--- src/rtl/riscv_control_pkg.sv ---
// control_pkg: fixed encodings shared by the RV32I main decoder.
//   - opcode values and the opcode classification helper
//   - ALU operation codes driven on operation_sel
//   - imm_sel one-hot bit positions
//   - PC-generator, ALU-B, writeback and memory-size select encodings
// Optional feature macro used by the decoder: RISCV_CONTROL_ILLEGAL_NOP_EN
package control_pkg;

    localparam logic [6:0] OPC_R      = 7'b0110011;
    localparam logic [6:0] OPC_I      = 7'b0010011;
    localparam logic [6:0] OPC_LOAD   = 7'b0000011;
    localparam logic [6:0] OPC_STORE  = 7'b0100011;
    localparam logic [6:0] OPC_BRANCH = 7'b1100011;
    localparam logic [6:0] OPC_JAL    = 7'b1101111;
    localparam logic [6:0] OPC_JALR   = 7'b1100111;
    localparam logic [6:0] OPC_LUI    = 7'b0110111;
    localparam logic [6:0] OPC_AUIPC  = 7'b0010111;

    typedef enum logic [3:0] {
        CLS_NONE, CLS_R, CLS_I, CLS_LOAD, CLS_STORE,
        CLS_BRANCH, CLS_JAL, CLS_JALR, CLS_LUI, CLS_AUIPC
    } op_class_e;

    localparam logic [3:0] ALU_ADD  = 4'h0;
    localparam logic [3:0] ALU_SUB  = 4'h1;
    localparam logic [3:0] ALU_SLL  = 4'h2;
    localparam logic [3:0] ALU_SLT  = 4'h3;
    localparam logic [3:0] ALU_SLTU = 4'h4;
    localparam logic [3:0] ALU_XOR  = 4'h5;
    localparam logic [3:0] ALU_SRL  = 4'h6;
    localparam logic [3:0] ALU_SRA  = 4'h7;
    localparam logic [3:0] ALU_OR   = 4'h8;
    localparam logic [3:0] ALU_AND  = 4'h9;
    localparam logic [3:0] ALU_EQ   = 4'hA;
    localparam logic [3:0] ALU_NE   = 4'hB;
    localparam logic [3:0] ALU_LT   = 4'hC;
    localparam logic [3:0] ALU_GE   = 4'hD;
    localparam logic [3:0] ALU_LTU  = 4'hE;
    localparam logic [3:0] ALU_GEU  = 4'hF;

    localparam int IMM_I = 0;
    localparam int IMM_S = 1;
    localparam int IMM_B = 2;
    localparam int IMM_U = 3;
    localparam int IMM_J = 4;

    localparam logic [1:0] PCG_SEQ  = 2'b00;
    localparam logic [1:0] PCG_IMM  = 2'b01;
    localparam logic [1:0] PCG_HOLD = 2'b10;

    localparam logic [1:0] SRC_B_RS2  = 2'b00;
    localparam logic [1:0] SRC_B_IMM  = 2'b01;
    localparam logic [1:0] SRC_B_FOUR = 2'b10;

    localparam logic [1:0] WB_ALU  = 2'b00;
    localparam logic [1:0] WB_LOAD = 2'b01;
    localparam logic [1:0] WB_UIMM = 2'b10;

    localparam logic [1:0] SIZE_WORD = 2'b10;

    // func3[1:0]=11 has no size of its own; it is treated as a word access.
    function automatic logic [1:0] mem_size(input logic [2:0] f3);
        return (f3[1:0] == 2'b11) ? SIZE_WORD : f3[1:0];
    endfunction

    function automatic op_class_e classify(input logic [6:0] opcode);
        case (opcode)
            OPC_R:      return CLS_R;
            OPC_I:      return CLS_I;
            OPC_LOAD:   return CLS_LOAD;
            OPC_STORE:  return CLS_STORE;
            OPC_BRANCH: return CLS_BRANCH;
            OPC_JAL:    return CLS_JAL;
            OPC_JALR:   return CLS_JALR;
            OPC_LUI:    return CLS_LUI;
            OPC_AUIPC:  return CLS_AUIPC;
            default:    return CLS_NONE;
        endcase
    endfunction

endpackage

--- src/rtl/riscv_alu_decode.sv ---
// riscv_alu_decode: ALU operation select from opcode class, func3 and the
// alternate-op bit (instr[30]).
//   op_class      in  opcode class (control_pkg::op_class_e)
//   func3         in  instr[14:12]
//   alt           in  instr[30]
//   operation_sel out ALU op code
module riscv_alu_decode
    import control_pkg::*;
(
    input  op_class_e  op_class,
    input  logic [2:0] func3,
    input  logic       alt,
    output logic [3:0] operation_sel
);

    always_comb begin
        operation_sel = ALU_ADD;
        case (op_class)
            CLS_R, CLS_I: begin
                case (func3)
                    3'b000: operation_sel = (alt && op_class == CLS_R) ? ALU_SUB : ALU_ADD;
                    3'b001: operation_sel = ALU_SLL;
                    3'b010: operation_sel = ALU_SLT;
                    3'b011: operation_sel = ALU_SLTU;
                    3'b100: operation_sel = ALU_XOR;
                    3'b101: operation_sel = alt ? ALU_SRA : ALU_SRL;
                    3'b110: operation_sel = ALU_OR;
                    default: operation_sel = ALU_AND;
                endcase
            end
            CLS_BRANCH: begin
                // 010/011 have no branch meaning; they fall back to EQ/NE via func3[0].
                case (func3)
                    3'b100: operation_sel = ALU_LT;
                    3'b101: operation_sel = ALU_GE;
                    3'b110: operation_sel = ALU_LTU;
                    3'b111: operation_sel = ALU_GEU;
                    default: operation_sel = func3[0] ? ALU_NE : ALU_EQ;
                endcase
            end
            default: operation_sel = ALU_ADD;
        endcase
    end

endmodule

--- src/rtl/riscv_control.sv ---
// riscv_control: RV32I main decoder for the single-cycle datapath.
//   clk, rst_n                       clock, async active-low reset
//   opcode/func3/func7               instruction fields (func3[4:3] and func7 except bit 3 ignored)
//   branch_result                    ALU compare result, bit 0 = taken
//   size_sel                         memory access size
//   operation_sel                    ALU op
//   enable_write                     register-file write enable
//   PC_genrator_sel                  PC+4 / PC+imm / hold
//   imm_sel                          one-hot immediate format
//   rs2_or_imm_or_4                  ALU B select
//   PC_or_Address                    next PC from PC generator or JALR target
//   PC_or_rs1                        ALU A select
//   ALU_or_load_or_immShiftedBy12    writeback select
// Optional: RISCV_CONTROL_ILLEGAL_NOP_EN makes illegal sub-encodings decode as NOP.
//
// run | meaning
// ----+-------------------------------------------------------
//  0  | in/just out of reset: hold PC, everything else NOP
//  1  | decoding instructions combinationally
module riscv_control
    import control_pkg::*;
(
    input  logic        clk,
    input  logic        rst_n,
    input  logic [6:0]  opcode,
    input  logic [4:0]  func3,
    input  logic [4:0]  func7,
    input  logic [31:0] branch_result,
    output logic [1:0]  size_sel,
    output logic [3:0]  operation_sel,
    output logic        enable_write,
    output logic [1:0]  PC_genrator_sel,
    output logic [31:0] imm_sel,
    output logic [1:0]  rs2_or_imm_or_4,
    output logic        PC_or_Address,
    output logic        PC_or_rs1,
    output logic [1:0]  ALU_or_load_or_immShiftedBy12
);

    logic       run;
    logic       run_next;
    logic       illegal;
    logic [2:0] f3;
    logic       alt;
    logic [3:0] alu_op;
    op_class_e  op_class;
    logic       unused_bits;

    assign f3          = func3[2:0];
    assign alt         = func7[3];
    assign op_class    = classify(opcode);
    assign unused_bits = ^{func3[4:3], func7[4], func7[2:0], branch_result[31:1]};

    riscv_alu_decode u_alu_decode (
        .op_class      (op_class),
        .func3         (f3),
        .alt           (alt),
        .operation_sel (alu_op)
    );

    always_ff @(posedge clk or negedge rst_n) begin
        if (!rst_n) run <= 1'b0;
        else        run <= run_next;
    end

    always_comb begin
        run_next = 1'b1;
    end

`ifdef RISCV_CONTROL_ILLEGAL_NOP_EN
    always_comb begin
        illegal = 1'b0;
        case (op_class)
            CLS_R:      illegal = alt && (f3 != 3'b000) && (f3 != 3'b101);
            CLS_I:      illegal = alt && (f3 == 3'b001);
            CLS_LOAD:   illegal = (f3 == 3'b011) || (f3 == 3'b110) || (f3 == 3'b111);
            CLS_STORE:  illegal = (f3 >= 3'b011);
            CLS_BRANCH: illegal = (f3 == 3'b010) || (f3 == 3'b011);
            CLS_JALR:   illegal = (f3 != 3'b000);
            default:    illegal = 1'b0;
        endcase
    end
`else
    assign illegal = 1'b0;
`endif

    always_comb begin
        size_sel                      = SIZE_WORD;
        operation_sel                 = alu_op;
        enable_write                  = 1'b0;
        PC_genrator_sel               = PCG_SEQ;
        imm_sel                       = '0;
        rs2_or_imm_or_4               = SRC_B_RS2;
        PC_or_Address                 = 1'b0;
        PC_or_rs1                     = 1'b0;
        ALU_or_load_or_immShiftedBy12 = WB_ALU;

        if (!run) begin
            operation_sel   = ALU_ADD;
            PC_genrator_sel = PCG_HOLD;
        end else if (illegal) begin
            operation_sel = ALU_ADD;
        end else begin
            case (op_class)
                CLS_R: enable_write = 1'b1;
                CLS_I: begin
                    enable_write     = 1'b1;
                    rs2_or_imm_or_4  = SRC_B_IMM;
                    imm_sel[IMM_I]   = 1'b1;
                end
                CLS_LOAD: begin
                    enable_write                  = 1'b1;
                    rs2_or_imm_or_4               = SRC_B_IMM;
                    imm_sel[IMM_I]                = 1'b1;
                    ALU_or_load_or_immShiftedBy12 = WB_LOAD;
                    size_sel                      = mem_size(f3);
                end
                CLS_STORE: begin
                    rs2_or_imm_or_4 = SRC_B_IMM;
                    imm_sel[IMM_S]  = 1'b1;
                    size_sel        = mem_size(f3);
                end
                CLS_BRANCH: begin
                    imm_sel[IMM_B]  = 1'b1;
                    PC_genrator_sel = branch_result[0] ? PCG_IMM : PCG_SEQ;
                end
                CLS_JAL: begin
                    enable_write    = 1'b1;
                    PC_or_rs1       = 1'b1;
                    rs2_or_imm_or_4 = SRC_B_FOUR;
                    imm_sel[IMM_J]  = 1'b1;
                    PC_genrator_sel = PCG_IMM;
                end
                CLS_JALR: begin
                    enable_write    = 1'b1;
                    PC_or_rs1       = 1'b1;
                    rs2_or_imm_or_4 = SRC_B_FOUR;
                    imm_sel[IMM_I]  = 1'b1;
                    PC_or_Address   = 1'b1;
                end
                CLS_LUI: begin
                    enable_write                  = 1'b1;
                    imm_sel[IMM_U]                = 1'b1;
                    ALU_or_load_or_immShiftedBy12 = WB_UIMM;
                end
                CLS_AUIPC: begin
                    enable_write    = 1'b1;
                    PC_or_rs1       = 1'b1;
                    rs2_or_imm_or_4 = SRC_B_IMM;
                    imm_sel[IMM_U]  = 1'b1;
                end
                default: operation_sel = ALU_ADD;
            endcase
        end
    end

endmodule

--- config.mk ---
export PLATFORM = sky130hd
export DESIGN_NAME = riscv_control
export DESIGN_NICKNAME = d
export VERILOG_FILES = /design/src/rtl/riscv_control_pkg.sv /design/src/rtl/riscv_alu_decode.sv /design/src/rtl/riscv_control.sv
export SDC_FILE = /design/constraint.sdc
export NUM_CORES = 1
export LEC_CHECK = 0
export CAP_MARGIN = 25
export CORE_ASPECT_RATIO = 0.5
export CORE_UTILIZATION = 25
export DETAILED_ROUTE_END_ITERATION = 10
export PLACE_DENSITY = 0.84
export SYNTH_ARGS = -nofsm -noshare
export SYNTH_HDL_FRONTEND = slang
export SYNTH_HIERARCHICAL = 1
export SYNTH_SLANG_ARGS = --single-unit
--- constraint.sdc ---
create_clock -name clk -period 1.85 [get_ports clk]
set_input_delay 0.185 -clock clk [delete_from_list [all_inputs] [get_ports clk]]
set_output_delay 0.185 -clock clk [all_outputs]
set_load 0.01 [all_outputs]
# Word-level counts from Yosys, hierarchy flattened

Index checks and enable logic that the tools add are counted.

Flip-flop bits (word level): 1
Output and inout bits: 47
Word-level logic and storage cells: 69

Equality and inequality tests: 26
Multiplexer cells: 31
Reductions and logical operators: 11

Operators with widths:

| cell                                                                   | number |
|---|---|
| 4-bit one-hot mux with 9 select lines                                  | 1 |
| 4-bit one-hot mux with 7 select lines                                  | 1 |
| 7-bit by 6-bit equality test with 1-bit output (second input constant) | 3 |
| 7-bit equality test (second input constant)                            | 3 |
| 4-bit by 3-bit equality test with 1-bit output (second input constant) | 4 |
| 4-bit one-hot mux with 4 select lines                                  | 1 |
| 1-bit 2-to-1 mux                                                       | 15 |
| 7-bit by 5-bit equality test with 1-bit output (second input constant) | 2 |
| 3-bit equality test (second input constant)                            | 4 |
| 2-bit 2-to-1 mux                                                       | 6 |
| 9-bit OR reduction                                                     | 1 |
| 4-bit by 2-bit equality test with 1-bit output (second input constant) | 2 |
| 4-bit equality test (second input constant)                            | 2 |
| 4-bit 2-to-1 mux                                                       | 2 |
| 2-bit one-hot mux with 2 select lines                                  | 2 |
| 4-bit one-hot mux with 2 select lines                                  | 1 |
| 2-bit OR reduction                                                     | 4 |
| 7-bit by 2-bit equality test with 1-bit output (second input constant) | 1 |
| 7-bit OR reduction                                                     | 1 |
| 3-bit by 2-bit equality test with 1-bit output (second input constant) | 2 |
| 3-bit OR reduction                                                     | 2 |
| 5-bit 2-to-1 mux                                                       | 1 |
| 4-bit by 1-bit equality test with 1-bit output (second input constant) | 1 |
| 4-bit OR reduction                                                     | 1 |
| 5 further kinds                                                        | 5 |

# Logic depth before layout (Yosys ltp)

Word-level depth: 9
Gate-level depth with buffers: 9
Gate-level depth less buffers: 9

# By module

The synthesis kept the hierarchy.

Modules (own cells, without submodules):

| module           | times used | cells each | area an instance (um^2) | seq. area each (um^2) |
|---|---|---|---|---|
| riscv_control    | 1          | 89         | 579.3                   | 25.0 |
| riscv_alu_decode | 1          | 20         | 173.9                   | 0.0 |

# Worst setup path before layout

OpenSTA, ideal clock, no wires.

Kind: input-to-output
Start point: input opcode[4]
End point: output operation_sel[0]
Arrival: 1624 ps
Data required time: 1665 ps
Setup slack: 41 ps
Cell stages on the path: 8
Path buffers: 0
Path through: nand3b_1 > a2bb2oi_1 > inv_1 > nor4b_1 > a211o_1 > a32o_2 > nand2_1 > nor2_1

Word-level cells in the longest chain between the ends: 9

Ends and longest elaborated chain:

| element                                                                | RTL line                                       | RTL |
|---|---|---|
| from (decl)                                                            | riscv_control.sv:25                            | `input logic [6:0] opcode,` |
| 7-bit by 5-bit equality test with 1-bit output (tied with other cells) | riscv_control_pkg.sv:67                        | `case (opcode)` |
| 4-bit one-hot mux with 9 select lines (*)                              | riscv_control_pkg.sv:67                        |  |
| net op_class[1]                                                        | riscv_control.sv:46                            | `op_class_e op_class;` |
| 4-bit by 1-bit equality test with 1-bit output                         | riscv_alu_decode.sv:18, riscv_alu_decode.sv:21 |  |
| 1-bit logical AND                                                      | riscv_alu_decode.sv:21                         | `3'b000: operation_sel = (alt && op_class == CLS_R) ? ALU_SUB : ALU_ADD;` |
| 1-bit 2-to-1 mux                                                       | riscv_alu_decode.sv:21                         |  |
| 4-bit one-hot mux with 7 select lines                                  | riscv_alu_decode.sv:20                         | `case (func3)` |
| 4-bit one-hot mux with 2 select lines (*)                              | riscv_alu_decode.sv:18                         | `case (op_class)` |
| net alu_op[0]                                                          | riscv_control.sv:45                            | `logic [3:0] alu_op;` |
| 4-bit 2-to-1 mux (*)                                                   | riscv_control.sv:104                           | `case (op_class)` |
| 4-bit 2-to-1 mux (*)                                                   | riscv_control.sv:98                            | `if (!run) begin` |
| to (decl)                                                              | riscv_control.sv:30                            | `output logic [3:0] operation_sel,` |

Mark *: on every way through the listed nets, which the timed path passes. The rest lies on a longest branch.

# Worst setup path in the final report

Start point: input opcode[3]
End point: output operation_sel[1]

Word-level cells in the longest chain between the ends: 7

Ends and longest elaborated chain:

| element                                                                                                                 | RTL line |
|---|---|
| 7-bit by 5-bit equality test with 1-bit output (tied with other cells)                                                  | riscv_control_pkg.sv:67 |
| 4-bit one-hot mux with 9 select lines (*)                                                                               | riscv_control_pkg.sv:67 |
| net op_class[2]                                                                                                         | riscv_control.sv:46 |
| 4-bit by 2-bit equality test with 1-bit output / 4-bit by 1-bit equality test with 1-bit output (equally long branches) | riscv_alu_decode.sv:18 |
| 2-bit OR reduction                                                                                                      | riscv_alu_decode.sv:18 |
| 4-bit one-hot mux with 2 select lines (*)                                                                               | riscv_alu_decode.sv:18 |
| net alu_op[1]                                                                                                           | riscv_control.sv:45 |
| 4-bit 2-to-1 mux (*)                                                                                                    | riscv_control.sv:104 |
| 4-bit 2-to-1 mux (*)                                                                                                    | riscv_control.sv:98 |

Marked as above.

==> run metrics <==
Seq/Total Area, Yosys=0.0332; Max Cap Violations=0; die height=40.8 um; Seq pwr share=0.114; slowest stage delay, CP=0.31 ns; worst path cell trace=buf_2 -> nand3b_1 -> buf_4 -> o22ai_4 -> buf_6 -> or2_4 -> o41ai_2 -> a221o_1 -> nand2_1 -> nor2_1 -> buf_2; Net Switching=104 uW; Setup violations, final=6; via count=1,041; Net Sw Frac=0.466; initial antenna violation count=0; top flop regs=run x1; CP Max Fanout=5; critical path class=primary input to output port; Synth Area in Adders=0; Slew Limit Fails=0; Die X=79.6 um; post-synth top area share=0.269; flops & latches, synth=1; Mapped Avg Cell Area=6.91 um2; Post-synth EDFFs=0; die area=0.00325 mm2; Final Hold Fails=0; Post-Place Setup Slack=-1.06 ns; leading area contributor after synthesis=buf_4; # rows=13; overall global routing resource usage=0.167; largest net degree at the start of global routing=8; Critical Path End Type=output port; Clock transition at path regs=0 ns; Post-Syn Area=753 um2; first-pass iteration count of the detailed router=5; FFs w/ async S/R, synth=1.00; RSZ-0062 raised after global routing=yes; largest family of logic cells by synthesized area=simple AND/OR/NAND/NOR gates; fmax=489 MHz; ANT nets after route=0; Clock power frac=0; final worst slack=-0.194 ns; drt initial violations=58; crit path time final=2.04 ns; Synth top cells by count=buf_4 (27), nor2_1 (16), nand2_1 (9); status=complete, but fails checks; vias in the first global route=857; area delta synth->final=90.7%; fillcell total=218; wire per inst=14.5 um; GR Overflow Total=0; WP data required=1.66 ns; synth warn=6; Hold Path Class=primary input to asynchronous set/reset pin; most frequent CP cell=buf_2; predominant post-synthesis flop cell=dfrtp_1; Worst Setup SP=opcode[3]; Synth Area in XOR/XNOR=0.0332; core area=0.00272 mm2; vias per inst=4.80; worst path arrival time=1.86 ns; top cells by area, synth=buf_4 (27%), nor2_1 (8.0%), nand2_1 (4.5%), dfrtp_1 (3.3%), nand3b_1 (3.0%); port bufs=33; failing checks=setup timing; HPWL after DPL=1750 um; Biggest register=run; routability cong.=0.924; Pint=118 uW; Simple-Gate Fraction of Synth Area=0.372; maximum VDD drop=117 uV; Gate power share=0.886; DRC viols=0; Final #Nets=233; compound-cell area share of the yosys netlist=0.233; Final period util=1.11; Slowest-stage cell, CP=o41ai_2; Pleak=0.723 nW; most frequent cell after synthesis=buf_4; Post-Syn Instances=109; routed wire length=3150 um; initial core utilization=0.277; max reg flops=1; first-pass GRT wire length=4130 um; io pins=98; Distinct cells, synth=42; post-synthesis mux area share=0.0133; cell area power density=155 mW/mm2; share of layout cells above drive strength 1=0.461; ant diodes=0; critical path launch point type=primary input; final cell utilization of the core=0.529
[cell families after synthesis]
logic type,Yosys count
compound gates,21
xor+xnor,2
buf+inv,34
flops,1
mux,1
other cells,2
simple gates,48
[metrics by stage]
step | instances | setup TNS, ns | instance area (um2) | power, mW | hold slack [ns]
floorplan | 135 | 0 | 851 | 0.137 | -0.111
global placement | 204 | -12.80 | 1230 | 0.171 | 0.335
detailed placement | 204 | -13.51 | 1230 | 0.174 | 0.336
CTS | 213 | -0.727 | 1370 | 0.196 | 0.336
global route | 217 | -1.16 | 1440 | 0.234 | 0.342
finish | 217 | -0.731 | 1440 | 0.222 | 0.334
[what timing repair did]
| action | in CTS | in global routing |
|---|---|---|
| pin swaps | 18 | 11 |
| buffers inserted | 10 | 4 |
| hold buffers | 0 | 0 |
| setup endpoints to repair | 19 | 16 |
| resized for setup | 87 | 31 |
[worst max-delay path by stage]
stage	to	slack [ns]
after floorplan	operation_sel[0]	0.04
after global placement	operation_sel[0]	-1.03
after detailed placement	operation_sel[0]	-1.06
after CTS	operation_sel[0]	-0.16
after global routing	operation_sel[1]	-0.27
final	operation_sel[1]	-0.19
[critical path, delay by kind of cell]
| kind | cells | cell delay [ns] |
|---|---|---|
| AND/OR/NAND/NOR | 4 | 0.54 |
| buffers and inverters | 4 | 0.53 |
| AO/OA/AOI/OAI | 3 | 0.59 |
[power groups by stage]
stage,sequential (mW),clock (mW),combinational [mW]
6_report,0.0253,0,0.197
5_1_grt,0.0253,0,0.209
3_5_place_dp,0.0251,0,0.149
2_1_floorplan,0.0240,0,0.113
4_1_cts,0.0251,0,0.171
3_3_place_gp,0.0250,0,0.146
[cell type report]
cell class | count | area [um2] | share of cell area
Multi-Input combinational cell | 100 | 718 | 0.500
Inverter | 5 | 26.3 | 0.0183
Timing Repair Buffer | 74 | 621 | 0.432
Sequential cell | 1 | 25.0 | 0.0174
Tap cell | 37 | 46.3 | 0.0322
[cells in the final DEF (no fill, tap or decap), types with 2 or more instances in the layout]
| cell | instances |
|---|---|
| nand2_1 | 9 |
| dlygate4sd2_1 | 2 |
| nand3_1 | 2 |
| buf_4 | 34 |
| nand3b_1 | 3 |
| dlymetal6s2s_1 | 2 |
| nor3_1 | 2 |
| nor2_2 | 2 |
| clkbuf_2 | 5 |
| buf_6 | 10 |
| conb_1 | 28 |
| buf_2 | 8 |
| and2_1 | 2 |
| nand2b_1 | 2 |
| clkdlybuf4s15_1 | 2 |
| a21oi_1 | 3 |
| clkdlybuf4s50_1 | 9 |
| inv_1 | 3 |
| nor2_1 | 13 |
| a211oi_1 | 2 |
| o21ai_0 | 4 |
[metal layers]
metal  global-route usage  vias to the layer above  part of all wire
met5                    0                        -                 0
met4               0.0364                        0             0.027
met3              0.00889                       12             0.055
met2                0.353                       57              0.52
met1                0.196                      501              0.39
li1                     -                      471                 -
No activity file was read; power rests on OpenSTA's default activity.
